**config.mk**
```make
export PLATFORM = sky130hd
export DESIGN_NAME = fsm_sequence_generator
export DESIGN_NICKNAME = d
export VERILOG_FILES = /design/src/rtl/fsm_seqgen_pkg.sv /design/src/rtl/fsm_sequence_generator_ctr.sv /design/src/rtl/fsm_sequence_generator.sv
export SDC_FILE = /design/constraint.sdc
export NUM_CORES = 1
export LEC_CHECK = 0
export ABC_AREA = 1
export CAP_MARGIN = 15
export CORE_MARGIN = 4
export CORE_UTILIZATION = 45
export CTS_BUF_LIST = sky130_fd_sc_hd__clkbuf_16
export DETAILED_ROUTE_END_ITERATION = 10
export PLACE_DENSITY_LB_ADDON = 0.08
export SKIP_LAST_GASP = 1
export SYNTH_ARGS = -nofsm -noshare
export SYNTH_HDL_FRONTEND = slang
export SYNTH_SLANG_ARGS = --single-unit
```
**constraint.sdc**
```tcl
create_clock -name clk -period 1.8 [get_ports clk]
set_clock_uncertainty 0.2 [all_clocks]
set_input_delay 0.27 -clock clk [delete_from_list [all_inputs] [get_ports clk]]
set_output_delay 0.27 -clock clk [all_outputs]
set_load 0.02 [all_outputs]
```
**src/rtl/fsm_seqgen_pkg.sv**
```systemverilog
// Shared definitions for the serial pattern transmitter: state encoding,
// default sizes and the length clamp.
package fsm_seqgen_pkg;

  localparam int PAT_W_DEF = 8;
  localparam int REP_W_DEF = 4;

  typedef enum logic [1:0] {
    IDLE  = 2'd0,
    SHIFT = 2'd1,
    GAP   = 2'd2,
    DONE  = 2'd3
  } state_t;

  // Requested length saturates at the pattern register width.
  function automatic int unsigned clamp_len(input int unsigned l, input int unsigned max_l);
    return (l > max_l) ? max_l : l;
  endfunction

endpackage

```
**src/rtl/fsm_sequence_generator_ctr.sv**
```systemverilog
// seqgen_ctr: loadable down-counter with a zero flag; load wins over decrement.
module seqgen_ctr #(
  parameter int W = 4
) (
  input  logic         clk,
  input  logic         rst,
  input  logic         load,
  input  logic [W-1:0] load_val,
  input  logic         dec,
  output logic [W-1:0] cnt,
  output logic         zero
);

  always_ff @(posedge clk or posedge rst) begin
    if (rst) begin
      cnt <= '0;
    end else if (load) begin
      cnt <= load_val;
    end else if (dec) begin
      cnt <= cnt - W'(1);
    end
  end

  assign zero = (cnt == '0);

endmodule

```
**src/rtl/fsm_sequence_generator.sv**
```systemverilog
// Serial pattern transmitter, MSB of the active length first, with repeat count.
// Define SEQGEN_GAP_EN to insert one idle cycle between consecutive passes.
import fsm_seqgen_pkg::*;

module fsm_sequence_generator #(
  parameter  int PAT_W = PAT_W_DEF,
  parameter  int REP_W = REP_W_DEF,
  localparam int LEN_W = $clog2(PAT_W + 1)
) (
  input  logic             clk,
  input  logic             rst,
  input  logic             start,
  input  logic [PAT_W-1:0] pattern,
  input  logic [LEN_W-1:0] len,
  input  logic [REP_W-1:0] reps,
  input  logic             abort,
  output logic             ready,
  output logic             O,
  output logic             O_valid,
  output logic             done
);

  localparam int IDX_W = $clog2(PAT_W);

  state_t           state;
  logic [PAT_W-1:0] pat_q;
  logic [LEN_W-1:0] len_q;
  logic [LEN_W-1:0] len_c;

  logic [IDX_W-1:0] idx;
  logic [IDX_W-1:0] idx_load_val;
  logic             idx_zero;
  logic             idx_load;
  logic             idx_dec;
  logic [REP_W-1:0] rep_cnt;
  logic             rep_zero;

  logic accept;
  logic wrap;

  assign len_c  = LEN_W'(clamp_len(32'(len), 32'(PAT_W)));
  assign accept = (state == IDLE) && start && (len != '0);
  // End of a pass with passes remaining: reload the bit index.
  assign wrap   = (state == SHIFT) && !abort && idx_zero && !rep_zero;

  assign idx_load     = accept || wrap;
  assign idx_load_val = accept ? IDX_W'(len_c - LEN_W'(1)) : IDX_W'(len_q - LEN_W'(1));
  assign idx_dec      = (state == SHIFT) && !abort && !idx_zero;

  seqgen_ctr #(.W(IDX_W)) u_idx (
    .clk      (clk),
    .rst      (rst),
    .load     (idx_load),
    .load_val (idx_load_val),
    .dec      (idx_dec),
    .cnt      (idx),
    .zero     (idx_zero)
  );

  seqgen_ctr #(.W(REP_W)) u_rep (
    .clk      (clk),
    .rst      (rst),
    .load     (accept),
    .load_val (reps),
    .dec      (wrap),
    .cnt      (rep_cnt),
    .zero     (rep_zero)
  );

  always_ff @(posedge clk or posedge rst) begin
    if (rst) begin
      state <= IDLE;
      pat_q <= '0;
      len_q <= '0;
    end else begin
      case (state)
        IDLE: begin
          if (start) begin
            if (len != '0) begin
              pat_q <= pattern;
              len_q <= len_c;
              state <= SHIFT;
            end else begin
              state <= DONE;
            end
          end
        end
        SHIFT: begin
          if (abort) begin
            state <= IDLE;
          end else if (idx_zero) begin
            if (rep_zero) begin
              state <= DONE;
            end else begin
`ifdef SEQGEN_GAP_EN
              state <= GAP;
`else
              state <= SHIFT;
`endif
            end
          end
        end
`ifdef SEQGEN_GAP_EN
        GAP: begin
          state <= abort ? IDLE : SHIFT;
        end
`endif
        DONE: begin
          state <= IDLE;
        end
        default: begin
          state <= IDLE;
        end
      endcase
    end
  end

  // Moore decode from registered state and capture registers only.
  assign ready   = (state == IDLE);
  assign O_valid = (state == SHIFT);
  assign O       = O_valid & pat_q[idx];
  assign done    = (state == DONE);

endmodule

```
---- Word level (Yosys, flattened, before mapping) ----
Index checks and enable logic that the tools add are counted.
word-level totals
  logic and storage cells ................. 48
  output and inout bits ................... 4
  register bits ........................... 20
  bits of input ports ..................... 20
cells by class
  mux-type cells .......................... 14
  $lt $le $gt $ge ......................... 2
  $add $sub $neg .......................... 4
  bitwise operators ....................... 1
  reduce and logical (&&, ||, !) cells .... 18
  equality and inequality tests ........... 4
operators with widths
  kind                   count
  $mux W3                4
  $mux W2                5
  $sub A3 B1 Y3 const B  3
  $mux W4                2
  $logic_and A1 B1 Y1    6
  $gt A4 B4 Y1 const B   1
  $logic_not A4 Y1       1
  $lt A3 B4 Y1 const B   1
  $pmux W2 S2            1
  $reduce_bool A2 Y1     2
  $reduce_bool A4 Y1     1
  $sub A4 B1 Y4 const B  1
  $bmux W1 S3            1
  $logic_not A1 Y1       3
  $logic_not A3 Y1       1
  $ne A3 B2 Y1 const B   1
  $reduce_and A3 Y1      1
  $eq A2 B1 Y1 const B   1
  $eq A2 B2 Y1 const B   1
  $logic_not A2 Y1       1
  $ne A2 B2 Y1 const B   1
  $reduce_and A2 Y1      1
  $and A1 B1 Y1          1
  $logic_or A1 B1 Y1     1
  $mux W1                1

---- Logic depth before layout (Yosys ltp) ----
Gate-level depths: netlist of run 1.
  depth in word-level cells ............... 6
  gate-level depth with buffers ........... 15
  gate-level depth less buffers ........... 15

---- By module ----
A second synthesis of run 1 with hierarchy kept.
second synthesis, totals
  cell total of the unflattened synthesis .. 168
  area, all modules ....................... 1248.7 µm²
by module, submodules not included
  module                  instances  cells an instance  area each (µm²)
  fsm_sequence_generator  1          111                825.8
  seqgen_ctr at u_rep     1          34                 240.2
  seqgen_ctr at u_idx     1          23                 182.7

---- Worst setup path before layout of run 1 ----
No wires, ideal clock.
  path type ............................... reg-to-reg
  start ................................... register u_rep.cnt[0]
  end ..................................... register u_idx.cnt[2]
  slack ................................... -0.130 ns
  required time ........................... 1.484 ns
  cell stages (with the launch flop) ...... 14
  arrival time ............................ 1.613 ns
  period minus slack after synthesis ...... 1.930 ns
  cells stage by stage .................... dfrtp_1 -> inv_1 -> ha_1 -> nand3_1 -> nand3_4 -> nand2_4 -> buf_8 -> nand2_1 -> o21ai_2 -> ha_1 -> nand3_1 -> nand2_1 -> nand2_1 -> nand2_1
on the way
  word-level cells in the longest chain between the ends .. 5
RTL lines
  element                                        RTL line                          source
  from (decl)                                    fsm_sequence_generator_ctr.sv:10  output logic [W-1:0] cnt,
  from (signal assigned)                         fsm_sequence_generator_ctr.sv:18  cnt <= load_val;
  from (signal assigned)                         fsm_sequence_generator_ctr.sv:20  cnt <= cnt - W'(1);
  $logic_not A4 Y1 (*)                           fsm_sequence_generator_ctr.sv:24  assign zero = (cnt == '0);
  $logic_not A1 Y1 (*)                           fsm_sequence_generator.sv:44      assign wrap = (state == SHIFT) && !abort && idx_zero && !rep_zero;
  $logic_and A1 B1 Y1 (*)                        fsm_sequence_generator.sv:44
  $logic_or A1 B1 Y1 (*)                         fsm_sequence_generator.sv:46      assign idx_load = accept || wrap;
  $mux W3 or $reduce_bool A2 Y1 (tied branches)  -
  to (signal assigned)                           fsm_sequence_generator_ctr.sv:18
  to (signal assigned)                           fsm_sequence_generator_ctr.sv:20
  to (decl)                                      fsm_sequence_generator_ctr.sv:10
Every way passes the cells marked *; elsewhere a longest branch is shown, timed or not.
A chain may end at the register's enable or synchronous reset.

---- Final worst setup path of run 1 ----
  start ................................... register u_idx.cnt[0]
  end ..................................... register u_idx.cnt[2]
on the way
  word-level cells in the longest chain between the ends .. 5
RTL lines
  element
  parallel branches: the longest is 5 deep, another holds $sub A3 B1 Y3
Parallel ways; which one is timed is not known. The select of a mux whose other input is x is not followed.

==> results.md, run 1 <==
Detailed routing:
- For this run, the detailed router's first-pass iteration total came to 4.
- The via total after detailed routing is 1,165.
- The detailed router finished its first iteration with 64 violations.
- The number of remaining DRC errors is 0.
- Summed over all layers, the routed wires come to roughly 3000 um.
- In the final routed layout, each cell accounts on average for around 13 um.
- The mean number of vias per cell is 4.85.
- The post-detailed-route count of antenna-violating nets is 0.

Critical path:
- Setup slack on the worst reg-to-reg path comes out at -0.16 ns.
- In this run the critical register-to-register path is captured at u_idx.cnt[2].
- The worst setup path is launched from a flop.
- Along the worst path, the maximum fanout reaches 8.
- The worst endpoint required time is 1.79 ns.
- The beginning of the worst register-to-register path is u_idx.cnt[0].
- The critical setup path kind is reg -> reg.
- Data on the critical path arrives at its endpoint at 1.94 ns.
- The count of cells along the worst register-to-register path is 12.
- The worst setup path is captured at a flop.
- The origin of the worst setup path is u_idx.cnt[0].

Outcome:
- The final reports fail on setup timing.
- The run finished, with violations left.

Timing:
- The share of the clock period used by the worst path is 109%.
- Setup violations remaining at the end of the flow were counted as 7.
- The actual slew at the worst max-slew pin is approximately 0.27 ns.
- Setup repair after global routing could not meet its margin everywhere.
- The final count of pins violating max slew is 0.
- The headroom to the max-slew limit is 82.0%.
- The maximum frequency from static timing analysis is just over 0.5 GHz.
- The worst path in the final design needs a cycle of 1.96 ns, including I/O delays and setup.
- The total count of hold-check failures in the final report was 0.
- Across all setup checks in the final design, the least slack found is -0.156 ns.

Floorplanning:
- The total die area is 0.00355 mm2.
- The initial core utilization is 47.8%.
- During I/O placement, the number of pins put on the boundary was 24.
- The horizontal die dimension is between 50 and 60 um.
- The number of core rows is 18.
- The area inside the core boundary is between 0.002 and 0.0025 mm2.
- The floorplan step set the die height to between 50 and 60 um.

Logic synthesis:
- The synthesized area divided by synthesized cell count is 8.08 um2.
- The number of nets handed over by synthesis was between 150 and 200.
- The number of unique standard cell types used by synthesis is 29.
- The portion of the post-synthesis area used by sequential elements is 41.8%.
- After synthesis the netlist holds a flip-flop and latch count of 20.
- The area of the mapped netlist is 0.00120 mm2.
- Synthesis produced 148 cells.
- The number of warnings issued by yosys is 0.

Clock network:
- In this run the number of H-tree levels came out at 1.
- TritonCTS created 3 clock buffers.
- TritonCTS built the clock tree.
- The buffer type at the clock tree root is sky130_fd_sc_hd__clkbuf_16.
- In this run the deepest clock path goes through 2 buffers.
- The clock-pin slew on the worst setup and hold paths is ~0.050 ns.
- For this design, the sink count on the clock tree is 20.
- Clock latency on the worst-skew pair, taken at its later pin, is 0.25 ns.

Power:
- The sequential group share of total power is 27.1%.
- Net switching is a little under two fifths of the power.
- The maximum vdd ir drop is around 1.1 mV.
- The proportion of power drawn by combinational gates is 57.1%.
- The clock network is responsible for 15.7% of the overall power.
- The power spent charging and discharging nets is around 0.0011 W.
- In this run the static leakage power is 0.963 nW.
- After layout, the design draws a total of ~0.0028 W.
- In this run the power density over the cells is 1490 mW/mm2.
- Internal power comes to around 0.0018 W.

Run:
- The tool flagged a number of max-cap violations equal to 0.

Global routing:
- The initial antenna violation count is 0.
- The met1 capacity usage during global routing is 21.0%.
- The number of global-route vias before repair is 1,158.
- Global routing used between 30% and 40% of the available met2 tracks.
- The first global-routing pass estimated a little under 5000 um of wire.
- The met3 routing resource usage after global routing is 2.61%.
- Entering global routing, the biggest net connects 21 pins.
- After global routing the overflow that remains totals 0.
- After global routing, the most crowded layer is met2.
- Global routing used 17.7% of the available tracks.

Placement:
- The number of I/O port buffers is 23.
- The HPWL reported at the end of detailed placement is slightly below 2000 um.
- The routability congestion estimate is around 0.8.

Cells and area:
- The number of antenna cells inserted is 0.
- In the final layout, the share of cells above drive strength 1 is 38.1%.
- The synthesis-to-layout area growth is 59.3%.
- The net count of the finished layout is ~230.
- Cells fill 76.2% of the core in the end.

Worst hold path:
- The min-delay analysis places its worst path in the category in -> async.
routing by layer:
metal  vias to the layer above  share of wire (%)
li1                        592                  -
met1                       537                 42
met2                        32                 53
met3                         4                4.6
met4                         0               0.63
met5                         -                  0
state kept, by name, summed over array words and instances, names as in the netlist:
signal and count:
state 2, u_rep.cnt 4, len_q 3, pat_q 8, u_idx.cnt 3
through the flow:
stage	cell area [um2]	setup TNS (ns)	hold slack (ns)	std cells	setup WS, ns
final	1910	-0.408	0.164	240	-0.156
after global routing	1910	-1.46	0.192	240	-0.239
after CTS	1800	-0.391	0.181	232	-0.206
after detailed placement	1640	-4.00	0.263	223	-0.359
after global placement	1640	-3.43	0.260	223	-0.299
after floorplan	1210	-0.0910	0.0338	148	-0.0910
cell families after synthesis:
group	Yosys count	share of synthesized area, %
adder cells (fa/ha/maj)	2	2.09
buffers and inverters	24	9.52
AND/OR/NAND/NOR	73	29.5
AO/OA/AOI/OAI	27	15.6
flip-flops	20	41.8
XOR/XNOR	2	1.46
cells in the mapped netlist (all sizes together):
cell type  number  area share, %
buf             4            3.2
o21a            1           0.63
xnor2           1           0.73
nand3           9            4.8
nand2          50             17
ha              2            2.1
dfrtp          20             42
nand3b          1           0.63
nor2           11            4.9
a211oi          1           0.63
nor3            2            1.8
a32oi           1            1.4
o211ai          1            1.8
inv            20            6.3
xor2            1           0.73
a21oi           2           0.84
o21ai          21             10
layout by cell type (no fill, tap or decap), types with 6 or more instances in the layout:
cell type                         synthesis  routed
sky130_fd_sc_hd__buf_4                    1      35
sky130_fd_sc_hd__clkdlybuf4s50_1          0      15
sky130_fd_sc_hd__dfrtp_1                 20      19
sky130_fd_sc_hd__inv_1                   19      14
sky130_fd_sc_hd__nand2_1                 46      43
sky130_fd_sc_hd__nor2_1                   8       6
sky130_fd_sc_hd__o21ai_0                 13       8
sky130_fd_sc_hd__o21ai_2                  5       8
area by class of cell:
cell class              count  area (um2)
inverters                  20        78.8
flip-flops and latches     20         502
clock buffers               3        75.1
well taps                  30        37.5
fillers                   190         594
multi-input cells         104         651
repair buffers             63         562
power by group through the flow:
stage               clock (W)  sequential, W  combinational (W)
floorplan                   0       0.000734           0.000838
global placement            0       0.000758            0.00127
detailed placement          0       0.000763            0.00130
CTS                  0.000460       0.000762            0.00145
global route         0.000476       0.000788            0.00178
finish               0.000446       0.000767            0.00162
worst max-delay path by stage:
| stage | endpoint | cells after the start | slack (ns) |
|---|---|---|---|
| final | u_idx.cnt[2] | 12 | -0.16 |
| after global routing | u_idx.cnt[2] | 13 | -0.24 |
| after CTS | O | 6 | -0.21 |
| after detailed placement | u_idx.cnt[2] | 15 | -0.36 |
| after global placement | u_idx.cnt[2] | 13 | -0.30 |
| after floorplan | u_idx.cnt[2] | 14 | -0.09 |
critical path: stages, from the launching register on:
cell and delay, ns:
sky130_fd_sc_hd__dfrtp_2 0.45, sky130_fd_sc_hd__buf_6 0.14, sky130_fd_sc_hd__nor3_4 0.25, sky130_fd_sc_hd__nand3_4 0.11, sky130_fd_sc_hd__nand2_4 0.11, sky130_fd_sc_hd__buf_4 0.12
sky130_fd_sc_hd__o21ai_2 0.06, sky130_fd_sc_hd__ha_4 0.17, sky130_fd_sc_hd__inv_2 0.05, sky130_fd_sc_hd__nand3_2 0.06, sky130_fd_sc_hd__nand2_1 0.07, sky130_fd_sc_hd__nand2_1 0.05
sky130_fd_sc_hd__nand2_1 0.05
what timing repair did:
action,in CTS,in global routing
endpoints found under the setup margin,10,17
pin swaps,6,15
setup buffers,8,7
resized for setup,15,27
hold buffers,0,0
hold endpoints to repair,0,0
cloned,0,1
Note: power is estimated with default switching activity, not from simulation.
==> run 2: changes to the inputs <==
- SLEW_MARGIN: not set -> 20
==> results of run 2 <==
Same layout as run 1: the final DEF is identical, and so are final timing and power.
==> run 3: changes to the inputs <==
- CORE_MARGIN: 4 -> 2
==> results.md, run 3 (same netlist as run 1, synthesis figures left out) <==
Outcome:
- Result of the run: complete, but fails checks (unchanged).
- Failing checks: setup timing (unchanged).

Cells and area:
- The number of antenna cells inserted is 0 (unchanged).
- The most common cell after layout, fill and taps aside is sky130_fd_sc_hd__nand2_1 (unchanged).
- The number of nets at the end of the flow is 228 (was 234).
- The total of fill cells in the finished design was 189 (was 190).
- Commonest cells after routing, fill and taps aside: sky130_fd_sc_hd__nand2_1, sky130_fd_sc_hd__buf_4, sky130_fd_sc_hd__clkdlybuf4s50_1, sky130_fd_sc_hd__dfrtp_1, sky130_fd_sc_hd__inv_1 (was sky130_fd_sc_hd__nand2_1, sky130_fd_sc_hd__buf_4, sky130_fd_sc_hd__dfrtp_1).
- Regs by FF count: pat_q: 8 flops, u_rep.cnt: 4 flops (unchanged).
- The synthesis-to-layout area growth is 56.7% (was 59.3%).
- The flip-flop count of the largest register, all copies and words added came to 8 (unchanged).
- The share of final-layout standard cells stronger than drive strength 1 is 37.6% (was 38.1%).
- The design area is 0.00187 mm2 (was 0.00191 mm2).
- The register with the most flip-flops was pat_q (unchanged).

Power:
- The reported leakage power was 0.911 nW (was 0.963 nW).
- The power density over cell area is 1600 mW/mm2 (was 1490 mW/mm2).
- The maximum vdd ir drop is 1.11 mV (was 1.06 mV).

Detailed routing:
- The mean number of vias per cell was 4.98 (was 4.85).
- The routed wire length was 3000 um (was 3020 um).
- The starting DRC count in detailed routing is 24 (was 64).
- The length of routed met2 wiring is 1580 um (was 1610 um).
- The met3 layer wire length in the routed design is 111 um (was 139 um).
- The post-route met1 wirelength is 1250 um (was 1260 um).
- The top routing layer in use is met4 (unchanged).
- The post-detailed-route count of antenna-violating nets was 0 (unchanged).
- The via total after detailed routing came to 1,170 (was 1,165).
- The detailed-routing iteration count for the pre-antenna-repair pass was 4 (unchanged).
- The number of remaining DRC errors came to 0 (unchanged).
- The detail-routed net length per standard cell is 12.8 um (was 12.6 um).

Critical path:
- The highest cell delay on the worst timing path was 0.45 ns (about the same).
- Cells traversed along the worst timing path: buf_4 -> a21oi_1 -> o21ai_1 -> o21ai_0 -> o21ai_1 -> nor2_1 -> buf_4 (was buf_6 -> nor3_4 -> nand3_4 -> nand2_4 -> buf_4 -> o21ai_2 -> ha_4 -> inv_2 -> nand3_2 -> nand2_1 -> nand2_1 -> nand2_1).
- The number of buffer and inverter stages on the critical path is 2 (was 3).
- The peak fanout along the critical path is 5 (was 8).
- The highest-delay cell along the critical path is sky130_fd_sc_hd__dfrtp_2 (unchanged).
- The critical path startpoint category is a flop (unchanged).
- The worst endpoint required time is 1.33 ns (was 1.79 ns).
- The kind of end point of the critical path was a primary output (was flop).
- The data arrival time of the critical path was 1.54 ns (was 1.94 ns).
- The critical setup path kind is reg -> out (was reg -> reg).
- The cell type group with the largest total delay on the critical path is flip-flops (was simple AND/OR/NAND/NOR gates).

Clock network:
- The buffer type at the clock tree root is sky130_fd_sc_hd__clkbuf_16 (unchanged).
- The H-tree level count was 1 (unchanged).
- The clock-pin slew on the worst setup and hold paths is 0.06 ns (was 0.05 ns).
- The clock latency on the worst-skew pair came to 0.25 ns (about the same).
- The hold-fix buffer count after cts is 0 (unchanged).
- The TritonCTS buffer count was 3 (unchanged).
- The buffer levels on the longest clock path is 2 (unchanged).
- The clock tree from TritonCTS is done (unchanged).
- The CTS sink count is 20 (unchanged).

Floorplanning:
- The area inside the core boundary was 0.00250 mm2 (unchanged).
- The number of core rows is 18 (unchanged).
- The number of I/O pins is 24 (unchanged).
- The total die area came to 0.00309 mm2 (was 0.00355 mm2).
- The horizontal die dimension is 55.6 um (was 59.6 um).
- The initial core utilization came to 47.8% (unchanged).
- The y dimension of the die is 55.6 um (was 59.6 um).

Placement:
- The area of placed instances is 0.00165 mm2 (was 0.00164 mm2).
- The HPWL reported at the end of detailed placement is 1950 um (was 1990 um).
- The worst setup slack before clock tree synthesis is -0.377 ns (was -0.359 ns).
- The routability congestion estimate came to 0.832 (was 0.787).
- The number of I/O port buffers is 23 (unchanged).

Timing:
- The final count of pins violating max slew is 0 (unchanged).
- Unrepaired setup endpoints after global routing: yes (unchanged).
- The actual slew at the worst max-slew pin was 0.269 ns (was 0.270 ns).
- The maximum frequency from static timing analysis is 0.497 GHz (was 0.511 GHz).
- The smallest setup slack after layout is -0.213 ns (was -0.156 ns).
- The final-report setup violation count was 4 (was 7).
- The headroom to the max-slew limit came to 82.1% (was 82.0%).
- The total negative slack for setup checks is -0.501 ns (was -0.408 ns).
- The time the final worst path needs with I/O delays and setup is 2.01 ns (was 1.96 ns).
- The share of the clock period used by the worst path is 112% (was 109%).
- The post-route worst hold slack came to 0.146 ns (was 0.164 ns).
- The total count of hold-check failures in the final report was 0 (unchanged).

Run:
- The max-capacitance violation count came to 0 (unchanged).

Global routing:
- The initial antenna violation count is 0 (unchanged).
- The global-route usage over all layers came to 20.7% (was 17.7%).
- The number of global-route vias before repair came to 1,170 (was 1,158).
- The global-route wire length before repair is 5060 um (was 4810 um).
- The residual overflow from global routing came to 0 (unchanged).
- The pin count of the biggest net entering global routing is 21 (unchanged).

Worst hold path:
- The path type of the worst min-delay path is in -> async (unchanged).
[run 3: cell types whose count changed in the layout (fill, tap and decap cells not counted), sizes merged]
cell,previous run,this run
bufinv,0,1
buf,40,35
clkdlybuf4s50,15,19
dlymetal6s2s,4,0
inv,19,20
clkbuf,4,3
clkinvlp,1,0
[run 3: worst paths after layout]
path / startpoint / depth (start not counted) / end / slack, ns
min in group clk: pat_q[2] / 2 / pat_q[2] / 0.28
min: rst / 3 / pat_q[7] / 0.15
max: u_idx.cnt[0] / 7 / O / -0.21
max in group asynchronous: rst / 3 / u_idx.cnt[0] / 1.02
min reg2reg: pat_q[2] / 2 / pat_q[2] / 0.28
max reg2reg: u_idx.cnt[0] / 13 / u_idx.cnt[2] / -0.19
[run 3: layout make-up]
| class | instances | area [um2] | area share (%) |
|---|---|---|---|
| Timing Repair Buffer | 57 | 497 | 26.5 |
| Tap cell | 30 | 37.5 | 2.00 |
| Clock inverter | 1 | 30.0 | 1.60 |
| Multi-Input combinational cell | 104 | 658 | 35.1 |
| Inverter | 20 | 75.1 | 4.01 |
| Sequential cell | 20 | 502 | 26.8 |
| Clock buffer | 3 | 75.1 | 4.01 |
[run 3: worst register-to-register path: stages, from the launching register on]
cell and delay [ns]:
sky130_fd_sc_hd__dfrtp_2 0.45, sky130_fd_sc_hd__buf_6 0.14, sky130_fd_sc_hd__nor3_4 0.25, sky130_fd_sc_hd__nand3_4 0.12
sky130_fd_sc_hd__nand2_4 0.12, sky130_fd_sc_hd__nand2_2 0.07, sky130_fd_sc_hd__o21ai_2 0.07, sky130_fd_sc_hd__inv_2 0.06
sky130_fd_sc_hd__ha_4 0.17, sky130_fd_sc_hd__inv_2 0.05, sky130_fd_sc_hd__nand3_2 0.06, sky130_fd_sc_hd__nand2_2 0.07
sky130_fd_sc_hd__nand2_2 0.05, sky130_fd_sc_hd__nand2_2 0.06
[run 3: where the power goes]
group | switching [W] | internal, W
Combinational | 0.000810 | 0.000805
Sequential | 0.000141 | 0.000628
Clock | 0.000174 | 0.000441
Total | 0.00113 | 0.00187
[run 3: timing repair]
action / CTS / global route
setup buffers: 5 / 5
gates cloned: 0 / 0
endpoints found under the setup margin: 16 / 17
resized for setup: 20 / 19
pin swaps: 8 / 12
[run 3: metal layers]
layer  track usage (%)  vias to the layer above
met3              4.45                        6
met1              24.1                      553
li1                  -                      584
met5                 0                        -
met2              36.9                       27
met4              7.67                        0
[run 3: per-stage QoR]
step	power, W	cells	util, %
global placement	0.00204	224	65.8
finish	0.00300	235	75.0
CTS	0.00284	231	72.8
global route	0.00320	235	75.0
detailed placement	0.00207	224	65.8
floorplan	0.00157	148	-
